--- config.mk ---
export PLATFORM = sky130hd
export DESIGN_NAME = eth_rx_fcs_check_flat
export DESIGN_NICKNAME = d
export VERILOG_FILES = /design/src/rtl/eth_pkg.sv /design/src/rtl/eth_rx_fcs_check_if.sv /design/src/rtl/crc32_d8.sv /design/src/rtl/eth_rx_fcs_check.sv /design/src/flat_wrapper.sv
export SDC_FILE = /design/constraint.sdc
export NUM_CORES = 1
export LEC_CHECK = 0
export BUFFER_PORTS_ARGS = -buffer_cell sky130_fd_sc_hd__buf_2
export CORE_UTILIZATION = 40
export DETAILED_ROUTE_END_ITERATION = 12
export SYNTH_ARGS = -nofsm -noshare
export SYNTH_HDL_FRONTEND = slang
export SYNTH_SLANG_ARGS = --single-unit
export TNS_END_PERCENT = 10
--- constraint.sdc ---
create_clock -name clk -period 2.45 [get_ports clk]
set_input_delay 0 -clock clk [delete_from_list [all_inputs] [get_ports clk]]
set_output_delay 0 -clock clk [all_outputs]
set_load 0.1 [all_outputs]
--- src/rtl/eth_pkg.sv ---
// Shared Ethernet definitions for the receive FCS checker and the TX generator.
package eth_pkg;

  localparam logic [31:0] CRC_POLY      = 32'h04C11DB7;
  localparam logic [31:0] CRC_RESIDUE   = 32'hDEBB20E3;
  localparam logic [7:0]  PREAMBLE_BYTE = 8'h55;
  localparam logic [7:0]  SFD_BYTE      = 8'hD5;

  typedef enum logic [1:0] {
    IDLE,
    PREAMBLE,
    DATA,
    DROP
  } rx_state_e;

  function automatic logic [31:0] reflect32(input logic [31:0] v);
    logic [31:0] r;
    r = '0;
    for (int unsigned i = 0; i < 32; i++) r[i] = v[31-i];
    return r;
  endfunction

endpackage

--- src/rtl/eth_rx_fcs_check_if.sv ---
// GMII receive inputs plus the stripped payload stream and end-of-frame status.
interface eth_rx_fcs_check_if;

  logic [7:0] rx_data;
  logic       rx_dv;
  logic       rx_er;
  logic [7:0] m_data;
  logic       m_valid;
  logic       m_last;
  logic       m_err;
  logic       stat_ok;
  logic       stat_crc_err;
  logic       stat_runt;
  logic       stat_gmii_err;
  logic       stat_oversize;

  modport slave (
    input  rx_data, rx_dv, rx_er,
    output m_data, m_valid, m_last, m_err,
    output stat_ok, stat_crc_err, stat_runt, stat_gmii_err, stat_oversize
  );

  modport master (
    output rx_data, rx_dv, rx_er,
    input  m_data, m_valid, m_last, m_err,
    input  stat_ok, stat_crc_err, stat_runt, stat_gmii_err, stat_oversize
  );

endinterface

--- src/rtl/crc32_d8.sv ---
// One byte step of the reflected Ethernet CRC-32 (LSB-first bit order, no final XOR).
module crc32_d8
  import eth_pkg::*;
#(
  parameter logic [31:0] POLY = eth_pkg::CRC_POLY
) (
  input  logic [31:0] crc_in,
  input  logic [7:0]  data,
  output logic [31:0] crc_out
);

  localparam logic [31:0] POLY_REF = reflect32(POLY);

  always_comb begin
    logic [31:0] c;
    c = crc_in ^ {24'h000000, data};
    for (int unsigned i = 0; i < 8; i++) begin
      c = c[0] ? ((c >> 1) ^ POLY_REF) : (c >> 1);
    end
    crc_out = c;
  end

endmodule

--- src/rtl/eth_rx_fcs_check.sv ---
// GMII receive path: strips preamble/SFD, checks the FCS and forwards the payload
// with the trailing 4 FCS bytes removed through a 5-byte delay line.
module eth_rx_fcs_check
  import eth_pkg::*;
#(
  parameter int unsigned MAX_LEN     = 1522,
  parameter logic [31:0] CRC_POLY    = eth_pkg::CRC_POLY,
  parameter logic [31:0] CRC_RESIDUE = eth_pkg::CRC_RESIDUE
) (
  input logic               clk,
  input logic               rst,
  eth_rx_fcs_check_if.slave bus
);

  localparam int unsigned      CNT_W     = $clog2(MAX_LEN + 2);
  localparam logic [CNT_W-1:0] CNT_MAX   = CNT_W'(MAX_LEN);
  localparam logic [CNT_W-1:0] CNT_SAT   = CNT_W'(MAX_LEN + 1);
  localparam logic [2:0]       FILL_FULL = 3'd5;

  rx_state_e         state_q, state_d;
  logic [31:0]       crc_q, crc_d, crc_next;
  logic [CNT_W-1:0]  cnt_q, cnt_d, cnt_inc;
  logic [2:0]        fill_q, fill_d;
  logic [4:0][7:0]   dly_q, dly_d;
  logic [7:0]        m_data_q, m_data_d;
  logic              m_valid_q, m_valid_d;
  logic              m_last_q, m_last_d;
  logic              m_err_q, m_err_d;
  logic              ok_q, ok_d;
  logic              crc_err_q, crc_err_d;
  logic              runt_q, runt_d;
  logic              gmii_err_q, gmii_err_d;
  logic              oversize_q, oversize_d;
  logic              full;
  logic              bad_crc;

  crc32_d8 #(.POLY(CRC_POLY)) u_crc (
    .crc_in  (crc_q),
    .data    (bus.rx_data),
    .crc_out (crc_next)
  );

  assign full    = (fill_q == FILL_FULL);
  assign bad_crc = (crc_q != CRC_RESIDUE);
  assign cnt_inc = (cnt_q == CNT_SAT) ? cnt_q : cnt_q + 1'b1;

  always_comb begin
    state_d    = state_q;
    crc_d      = crc_q;
    cnt_d      = cnt_q;
    fill_d     = fill_q;
    dly_d      = dly_q;
    m_data_d   = dly_q[0];
    m_valid_d  = 1'b0;
    m_last_d   = 1'b0;
    m_err_d    = 1'b0;
    ok_d       = 1'b0;
    crc_err_d  = 1'b0;
    runt_d     = 1'b0;
    gmii_err_d = 1'b0;
    oversize_d = 1'b0;

    unique case (state_q)
      IDLE: begin
        if (bus.rx_dv) state_d = (bus.rx_data == PREAMBLE_BYTE) ? PREAMBLE : DROP;
      end

      PREAMBLE: begin
        if (!bus.rx_dv) begin
          state_d = IDLE;
        end else if (bus.rx_data == SFD_BYTE) begin
          state_d = DATA;
          crc_d   = '1;
          cnt_d   = '0;
          fill_d  = '0;
        end else if (bus.rx_data != PREAMBLE_BYTE) begin
          state_d = DROP;
        end
      end

      DATA: begin
        if (!bus.rx_dv) begin
          // The five buffered bytes are the last payload byte plus the FCS.
          state_d = IDLE;
          if (full) begin
            m_valid_d = 1'b1;
            m_last_d  = 1'b1;
            m_err_d   = bad_crc;
            ok_d      = !bad_crc;
            crc_err_d = bad_crc;
          end else begin
            runt_d = 1'b1;
          end
        end else if (bus.rx_er || (cnt_inc > CNT_MAX)) begin
          state_d    = DROP;
          cnt_d      = cnt_inc;
          m_valid_d  = full;
          m_last_d   = full;
          m_err_d    = full;
          gmii_err_d = bus.rx_er;
          oversize_d = !bus.rx_er;
        end else begin
          crc_d = crc_next;
          cnt_d = cnt_inc;
          if (full) begin
            m_valid_d = 1'b1;
            dly_d     = {bus.rx_data, dly_q[4:1]};
          end else begin
            fill_d = fill_q + 3'd1;
            for (int unsigned i = 0; i < 5; i++) begin
              if (fill_q == 3'(i)) dly_d[i] = bus.rx_data;
            end
          end
        end
      end

      DROP: begin
        if (!bus.rx_dv) state_d = IDLE;
      end

      default: state_d = IDLE;
    endcase
  end

  always_ff @(posedge clk) begin
    if (rst) begin
      state_q    <= IDLE;
      crc_q      <= '1;
      cnt_q      <= '0;
      fill_q     <= '0;
      dly_q      <= '0;
      m_data_q   <= '0;
      m_valid_q  <= 1'b0;
      m_last_q   <= 1'b0;
      m_err_q    <= 1'b0;
      ok_q       <= 1'b0;
      crc_err_q  <= 1'b0;
      runt_q     <= 1'b0;
      gmii_err_q <= 1'b0;
      oversize_q <= 1'b0;
    end else begin
      state_q    <= state_d;
      crc_q      <= crc_d;
      cnt_q      <= cnt_d;
      fill_q     <= fill_d;
      dly_q      <= dly_d;
      m_data_q   <= m_data_d;
      m_valid_q  <= m_valid_d;
      m_last_q   <= m_last_d;
      m_err_q    <= m_err_d;
      ok_q       <= ok_d;
      crc_err_q  <= crc_err_d;
      runt_q     <= runt_d;
      gmii_err_q <= gmii_err_d;
      oversize_q <= oversize_d;
    end
  end

  assign bus.m_data        = m_data_q;
  assign bus.m_valid       = m_valid_q;
  assign bus.m_last        = m_last_q;
  assign bus.m_err         = m_err_q;
  assign bus.stat_ok       = ok_q;
  assign bus.stat_crc_err  = crc_err_q;
  assign bus.stat_runt     = runt_q;
  assign bus.stat_gmii_err = gmii_err_q;
  assign bus.stat_oversize = oversize_q;

endmodule

--- src/flat_wrapper.sv ---
// flat-port wrapper written by rule: the top's interface ports become plain ports
module eth_rx_fcs_check_flat import eth_pkg::*;
#(
  parameter int unsigned MAX_LEN     = 1522,
  parameter logic [31:0] CRC_POLY    = eth_pkg::CRC_POLY,
  parameter logic [31:0] CRC_RESIDUE = eth_pkg::CRC_RESIDUE
)
  (clk, rst, bus_rx_data, bus_rx_dv, bus_rx_er, bus_m_data, bus_m_valid, bus_m_last, bus_m_err, bus_stat_ok, bus_stat_crc_err, bus_stat_runt, bus_stat_gmii_err, bus_stat_oversize);
  eth_rx_fcs_check_if bus_i ();
  input logic clk;
  input logic rst;
  input wire logic [$bits(bus_i.rx_data)-1:0] bus_rx_data;
  input wire logic [$bits(bus_i.rx_dv)-1:0] bus_rx_dv;
  input wire logic [$bits(bus_i.rx_er)-1:0] bus_rx_er;
  output wire logic [$bits(bus_i.m_data)-1:0] bus_m_data;
  output wire logic [$bits(bus_i.m_valid)-1:0] bus_m_valid;
  output wire logic [$bits(bus_i.m_last)-1:0] bus_m_last;
  output wire logic [$bits(bus_i.m_err)-1:0] bus_m_err;
  output wire logic [$bits(bus_i.stat_ok)-1:0] bus_stat_ok;
  output wire logic [$bits(bus_i.stat_crc_err)-1:0] bus_stat_crc_err;
  output wire logic [$bits(bus_i.stat_runt)-1:0] bus_stat_runt;
  output wire logic [$bits(bus_i.stat_gmii_err)-1:0] bus_stat_gmii_err;
  output wire logic [$bits(bus_i.stat_oversize)-1:0] bus_stat_oversize;
  assign bus_i.rx_data = bus_rx_data;
  assign bus_i.rx_dv = bus_rx_dv;
  assign bus_i.rx_er = bus_rx_er;
  assign bus_m_data = bus_i.m_data;
  assign bus_m_valid = bus_i.m_valid;
  assign bus_m_last = bus_i.m_last;
  assign bus_m_err = bus_i.m_err;
  assign bus_stat_ok = bus_i.stat_ok;
  assign bus_stat_crc_err = bus_i.stat_crc_err;
  assign bus_stat_runt = bus_i.stat_runt;
  assign bus_stat_gmii_err = bus_i.stat_gmii_err;
  assign bus_stat_oversize = bus_i.stat_oversize;
  eth_rx_fcs_check #(.MAX_LEN(MAX_LEN), .CRC_POLY(CRC_POLY), .CRC_RESIDUE(CRC_RESIDUE)) u_core (.clk(clk), .rst(rst), .bus(bus_i));
endmodule
==> flow_metrics.tcl, run 1 <==
set metrics [dict create \
    final_max_slew_viol_count 0 \
    drt-total-wl_mm 13.20 \
    fillers 1199 \
    yosys-top-cells-count "dfxtp_1, nor2_1, xnor2_1" \
    grt.total_usage 0.2015 \
    clock_latency_ns 0.35 \
    synth_most_common_cell "dfxtp_1" \
    cp_cell_sequence "ha_4 -> buf_6 -> inv_4 -> nor4_4 -> a2111o_1 -> o211ai_4 -> buf_6 -> a31oi_4 -> clkbuf_16 -> a21boi_0 -> a211o_1" \
    clock-root-buffer "clkbuf_16" \
    finalCritPeriodShare 0.9881 \
    multi_input_area_mm2 0.003075 \
    final_nets 655 \
    outcome "finished, final reports clean" \
    syn_nets 589 \
    r2r_start "u_core.cnt_q[0]$_SDFFE_PP0P_" \
    layout-drive-gt1-share 0.2224 \
    synth_largest_area_cell "dfxtp_1" \
    syn_area_mm2 0.005233 \
    skew_ns 0.01111 \
    synth_seq_cells 104 \
    crit_top_cell "buf_6" \
    insertedDiodeCount 0 \
    synthArstFlopShare 0 \
    ys_types 58 \
    synth_top_flop_cell "dfxtp_1" \
    ys_top_cells_by_area "dfxtp_1, xnor2_1, xor2_1" \
    grt_max_degree 49 \
    crit_path_start_kind "flip-flop" \
    cts_buffers 9 \
    drt-initial-drc-count 245 \
    ff2ff_path_depth 11 \
    finalInstanceArea_mm2 0.006407 \
    cp-end-kind "flip-flop" \
    gp_congestion 0.8629 \
    synth-edff-count 0 \
    min_path_cells 3 \
    final.setup.worst_slack_ns 0.02918 \
    crit_fanout 6 \
    drv_cap 0 \
    max_freq_mhz 413.1 \
    hp-start "bus_rx_data[4]" \
    drcViolationCount 0 \
    synthCells 572 \
    row_count 41 \
    worst_hold_slack_ns 0.04458 \
    cp_slowest_cell "a2111o_1" \
    r2r_slack_ns 0.03 \
    setup_violations 0 \
    die_h_um 116.4 \
    vdd_drop_max_mv 0.4623 \
    core_area_mm2 0.01267 \
    crit_path_max_incr_delay_ns 0.42 \
    cts_tree "done" \
    r2r-end "u_core.crc_q[15]$_SDFFE_PP1P_" \
    cp_data_arrival_time_ns 2.65 \
    clkSinkCount 104 \
    htreeDepth 3 \
    overflow 0 \
    initial_core_util 0.4130 \
    maxSlewHeadroom 0.4288 \
    final_hold_viol_count 0 \
    clockBufferDepth 2 \
    power.density_mw_per_mm2 584.8 \
    dp_slack_ns -0.1458 \
    path_class "reg2reg" \
    die_w_um 116.4 \
    required_ns 2.68 \
    antenna_found_initial 0 \
    min_to "u_core.dly_q[36]$_SDFFE_PP0P_" \
    vias 4283 \
    period_needed_ns 2.421 \
    ant_nets 0 \
    synth_seq_area_share 0.3979 \
    io_pins 28 \
    p_leak_nw 2.498 \
    grt_pass1_vias 4131 \
    area_growth_syn_to_layout_pct 22.45 \
    dr.pass1.iters 4 \
    postSynthAreaPerCell_um2 9.148 \
    place.port_buffers 27 \
    seq_area_mm2 0.002090 \
    crit_buf_inv 4 \
    vias_per_cell 5.255 \
    post-synth-top-area-fraction 0.3979 \
    wl_per_cell_um 16.20 \
    grt_pass1_wl_mm 21.09 \
    cp_top_family "compound AO/OA/AOI/OAI gates" \
    dp_hpwl_mm 9.168 \
    worstMarginPinSlew_ns 0.8537 \
    ys_warn_count 0 \
    hold_class "in2reg" \
    dieArea_mm2 0.01354 \
    tns_ns 0 \
    dpl_cell_area_mm2 0.005876 \
    clk_pin_slew_ns 0.07 \
    rsz0062_at_grt "true" \
]
flip-flops by register name, indices dropped and copies added, names as in the netlist, 2 cells and up:
register,cells
u_core.bus.m_data,8
u_core.cnt_q,11
u_core.crc_q,32
u_core.dly_q,32
u_core.fill_q,3
u_core.m_data_d,8
u_core.state_q,2
worst max-delay path by stage:
stage	slack, ns	cells after the start	from	to
finish	0.03	11	u_core.cnt_q[0]$_SDFFE_PP0P_	u_core.crc_q[15]$_SDFFE_PP1P_
global route	-0.07	11	u_core.cnt_q[0]$_SDFFE_PP0P_	u_core.crc_q[5]$_SDFFE_PP1P_
CTS	-0.003	10	u_core.cnt_q[1]$_SDFFE_PP0P_	u_core.crc_q[7]$_SDFFE_PP1P_
detailed placement	-0.15	10	u_core.cnt_q[0]$_SDFFE_PP0P_	u_core.dly_q[26]$_SDFFE_PP0P_
global placement	-0.03	8	u_core.cnt_q[0]$_SDFFE_PP0P_	u_core.dly_q[28]$_SDFFE_PP0P_
floorplan	0.02	10	u_core.cnt_q[1]$_SDFFE_PP0P_	u_core.crc_q[22]$_SDFFE_PP1P_
through the flow:
step	utilization	power (mW)	std cells
6_report	0.5057	3.747	815
5_1_grt	0.5057	3.922	815
4_1_cts	0.4909	3.774	808
3_5_place_dp	0.4637	2.381	790
3_3_place_gp	0.4637	2.379	790
2_1_floorplan	-	2.213	572
power by group:
group | leakage (nW) | switching [mW] | total, mW | internal (mW)
logic | 1.51 | 0.344 | 0.631 | 0.287
registers | 0.845 | 0.0236 | 1.74 | 1.72
clock network | 0.138 | 0.644 | 1.38 | 0.731
cells by family after synthesis:
group,synth area share
fa+ha+maj,0.01196
xor+xnor,0.1337
compound gates,0.2107
mux,0.04782
flops,0.3979
buf+inv,0.03563
simple gates,0.1624
routing by layer:
metal / part of all wire / GRT usage
met2: 0.48 / 0.3306
met4: 0.0094 / 0.04786
met1: 0.46 / 0.2683
met5: 0 / 0
met3: 0.042 / 0.04515
timing repair:
action / 4_1_cts / 5_1_grt
hold buffers: 2 / 0
hold endpoints to repair: 3 / 0
setup endpoints to repair: 44 / 53
resized for setup: 10 / 24
buffers inserted: 0 / 3
pin swaps: 1 / 22
cloned: 0 / 4
layout by cell type (no fill, tap or decap), types with 8 or more instances in the layout:
cell        n
dfxtp_1    98
and3_1     19
nand2_1    34
inv_1       8
a211oi_1    8
nor2b_1     9
mux2i_1    15
a21oi_1    37
nor2_1     48
a211o_1    12
nor3_1     13
xor2_1     26
xnor2_1    46
mux2_2      8
buf_2      27
buf_4      51
o21ai_0    13
o21bai_1   16
clkbuf_16  12
o21a_1     17
o22ai_1    18
area by class of cell:
| class | count | share of cell area |
|---|---|---|
| clock inverters | 4 | 0.005468 |
| well taps | 172 | 0.03359 |
| flip-flops and latches | 104 | 0.3261 |
| multi-input cells | 424 | 0.4800 |
| clock buffers | 12 | 0.03847 |
| inverters | 9 | 0.005663 |
| repair buffers | 90 | 0.1107 |
worst min-delay path: stages:
cell     delay (ns)
buf_2          0.19
mux2i_1        0.10
nor2_1         0.07
Power figures use the tool's default switching activity.
==> run 2: changes to the inputs <==
--- a/config.mk
+++ b/config.mk
@@ -6,7 +6,9 @@
 export NUM_CORES = 1
 export LEC_CHECK = 0
 export BUFFER_PORTS_ARGS = -buffer_cell sky130_fd_sc_hd__buf_2
+export CORE_MARGIN = 3
 export CORE_UTILIZATION = 40
+export CTS_BUF_LIST = sky130_fd_sc_hd__clkbuf_16
 export DETAILED_ROUTE_END_ITERATION = 12
 export SYNTH_ARGS = -nofsm -noshare
 export SYNTH_HDL_FRONTEND = slang
==> run 2 against run 1 <==
  * Utilization shrank 0.57 points
  * Flip-flop and latch count unchanged
  * Maximum frequency fell by 0.28%
  * Total power rose by 1.0%
==> flow_metrics.tcl, run 2 (synthesized netlist as in run 1, its figures left out) <==
set metrics [dict create \
    outcome "finished, final reports clean" \
    core_area_mm2 0.01272 \
    final_common_cell "dfxtp_1" \
    hold_class "in2reg" \
    skew_ns 0.01104 \
    htreeDepth 3 \
    path_class "reg2reg" \
    final_max_slew_viol_count 0 \
    dp_hpwl_mm 9.380 \
    crit_fanout 24 \
    fillers 1236 \
    power.density_mw_per_mm2 595.3 \
    antenna_found_initial 0 \
    max_freq_mhz 411.9 \
    top_regs "u_core.crc_q x32, u_core.dly_q x32, u_core.cnt_q x11" \
    setup_violations 0 \
    insertedDiodeCount 0 \
    vias 4335 \
    crit_top_cell "buf_6" \
    grt_max_degree 49 \
    cp-end-kind "flip-flop" \
    final_util 0.5000 \
    initial_core_util 0.4113 \
    tns_ns 0 \
    seq_area_mm2 0.002091 \
    multi_input_area_mm2 0.003058 \
    die_w_um 120.4 \
    dr.pass1.iters 4 \
    p_total_mw 3.786 \
    dieArea_mm2 0.01449 \
    drt-initial-drc-count 274 \
    worstMarginPinSlew_ns 0.8337 \
    period_needed_ns 2.428 \
    cp_data_arrival_time_ns 2.66 \
    cp_slowest_cell "a2111o_1" \
    dpl_cell_area_mm2 0.005826 \
    grt_pass1_wl_mm 21.71 \
    clock-root-buffer "clkbuf_16" \
    finalInstanceArea_mm2 0.006361 \
    gp_congestion 0.9120 \
    row_count 41 \
    final_hold_viol_count 0 \
    final_nets 649 \
    grt_pass1_vias 4321 \
    drcViolationCount 0 \
    p_leak_nw 2.461 \
    rsz0062_at_grt "true" \
    cts_buffers 9 \
    clkSinkCount 104 \
    vdd_drop_max_mv 0.3281 \
    area_growth_syn_to_layout_pct 21.57 \
    clockBufferDepth 2 \
    drv_cap 0 \
    drt-total-wl_mm 13.53 \
    ant_nets 0 \
    overflow 0 \
    die_h_um 120.4 \
    finalCritPeriodShare 0.9909 \
    place_inst 785 \
    required_ns 2.68 \
    clock_latency_ns 0.36 \
    crit_path_start_kind "flip-flop" \
    grt.total_usage 0.1866 \
    io_pins 28 \
    cp_cell_sequence "ha_4 -> buf_6 -> inv_4 -> nor4_4 -> a2111o_1 -> o211ai_4 -> buf_6 -> a31oi_4 -> clkbuf_16 -> nor3_1 -> a21oi_1" \
    layout-drive-gt1-share 0.2104 \
    crit_path_max_incr_delay_ns 0.46 \
    cts_tree "done" \
    maxSlewHeadroom 0.4421 \
    vias_per_cell 5.358 \
    clk_pin_slew_ns 0.08 \
    post_layout_nonfiller_instances 809 \
    place.port_buffers 27 \
    final_cell_mix "dfxtp_1, nor2_1, xnor2_1, buf_4, a21oi_1" \
    wl_per_cell_um 16.73 \
]
==> run 2: cell count changes in the layout (fill, tap and decap cells not counted), sizes merged <==
cell / before / now
buf: 85 / 79
clkbuf: 15 / 12
clkinv: 1 / 4
==> run 2: critical path: cells and delay by family, from the launching register on <==
family,cells,cell delay [ns]
AOI/OAI and AO/OA,4,0.94
adders and majority gates,1,0.17
DFF,1,0.34
and+or+nand+nor,2,0.28
buffers and inverters,4,0.57
==> run 2: per-layer routing <==
| metal | GRT usage | share of wire |
|---|---|---|
| met2 | 0.3158 | 0.50 |
| met1 | 0.2326 | 0.44 |
| met3 | 0.04724 | 0.036 |
| met4 | 0.06091 | 0.018 |
| met5 | 0 | 0 |
==> run 2: final timing paths <==
| check | slack (ns) | cells after the start | startpoint | to |
|---|---|---|---|---|
| hold / removal | 0.05 | 3 | bus_rx_data[1] | u_core.dly_q[33]$_SDFFE_PP0P_ |
| setup / recovery | 0.02 | 11 | u_core.cnt_q[1]$_SDFFE_PP0P_ | u_core.crc_q[26]$_SDFFE_PP1P_ |
| hold reg to reg | 0.47 | 1 | u_core.m_data_d[6]$_SDFFE_PP0P_ | u_core.bus.m_data[6]$_SDFF_PP0_ |
| setup reg to reg | 0.02 | 11 | u_core.cnt_q[1]$_SDFFE_PP0P_ | u_core.crc_q[26]$_SDFFE_PP1P_ |
==> run 2: final cells by class <==
cell class                 instances  share of cell area
clock buffer                       9             0.03541
clock inverter                     7             0.01180
inverter                           9            0.005704
multi-input combinational        424              0.4807
sequential                       104              0.3287
tap                              172             0.03383
timing repair buffer              84              0.1039
==> run 2: repair_timing <==
item,4_1_cts,5_1_grt
hold buffers,2,0
setup buffers,0,3
pin swaps,0,18
gates resized for setup,3,24
endpoints found under the hold margin,4,0
endpoints found under the setup margin,45,73
cloned,0,3
==> run 2: through the flow <==
| stage | hold WS [ns] | setup slack [ns] |
|---|---|---|
| 2_1_floorplan | 0.07844 | 0.01547 |
| 3_3_place_gp | 0.1831 | -0.05556 |
| 3_5_place_dp | 0.1909 | -0.1280 |
| 4_1_cts | 0.03136 | -0.08440 |
| 5_1_grt | 0.06440 | -0.09673 |
| 6_report | 0.04714 | 0.02229 |
==> run 2: report_power, final <==
group,leakage [nW],internal (mW),switching (mW)
Combinational,1.47,0.281,0.343
Sequential,0.844,1.72,0.0246
Clock,0.148,0.721,0.701
Total,2.46,2.72,1.07
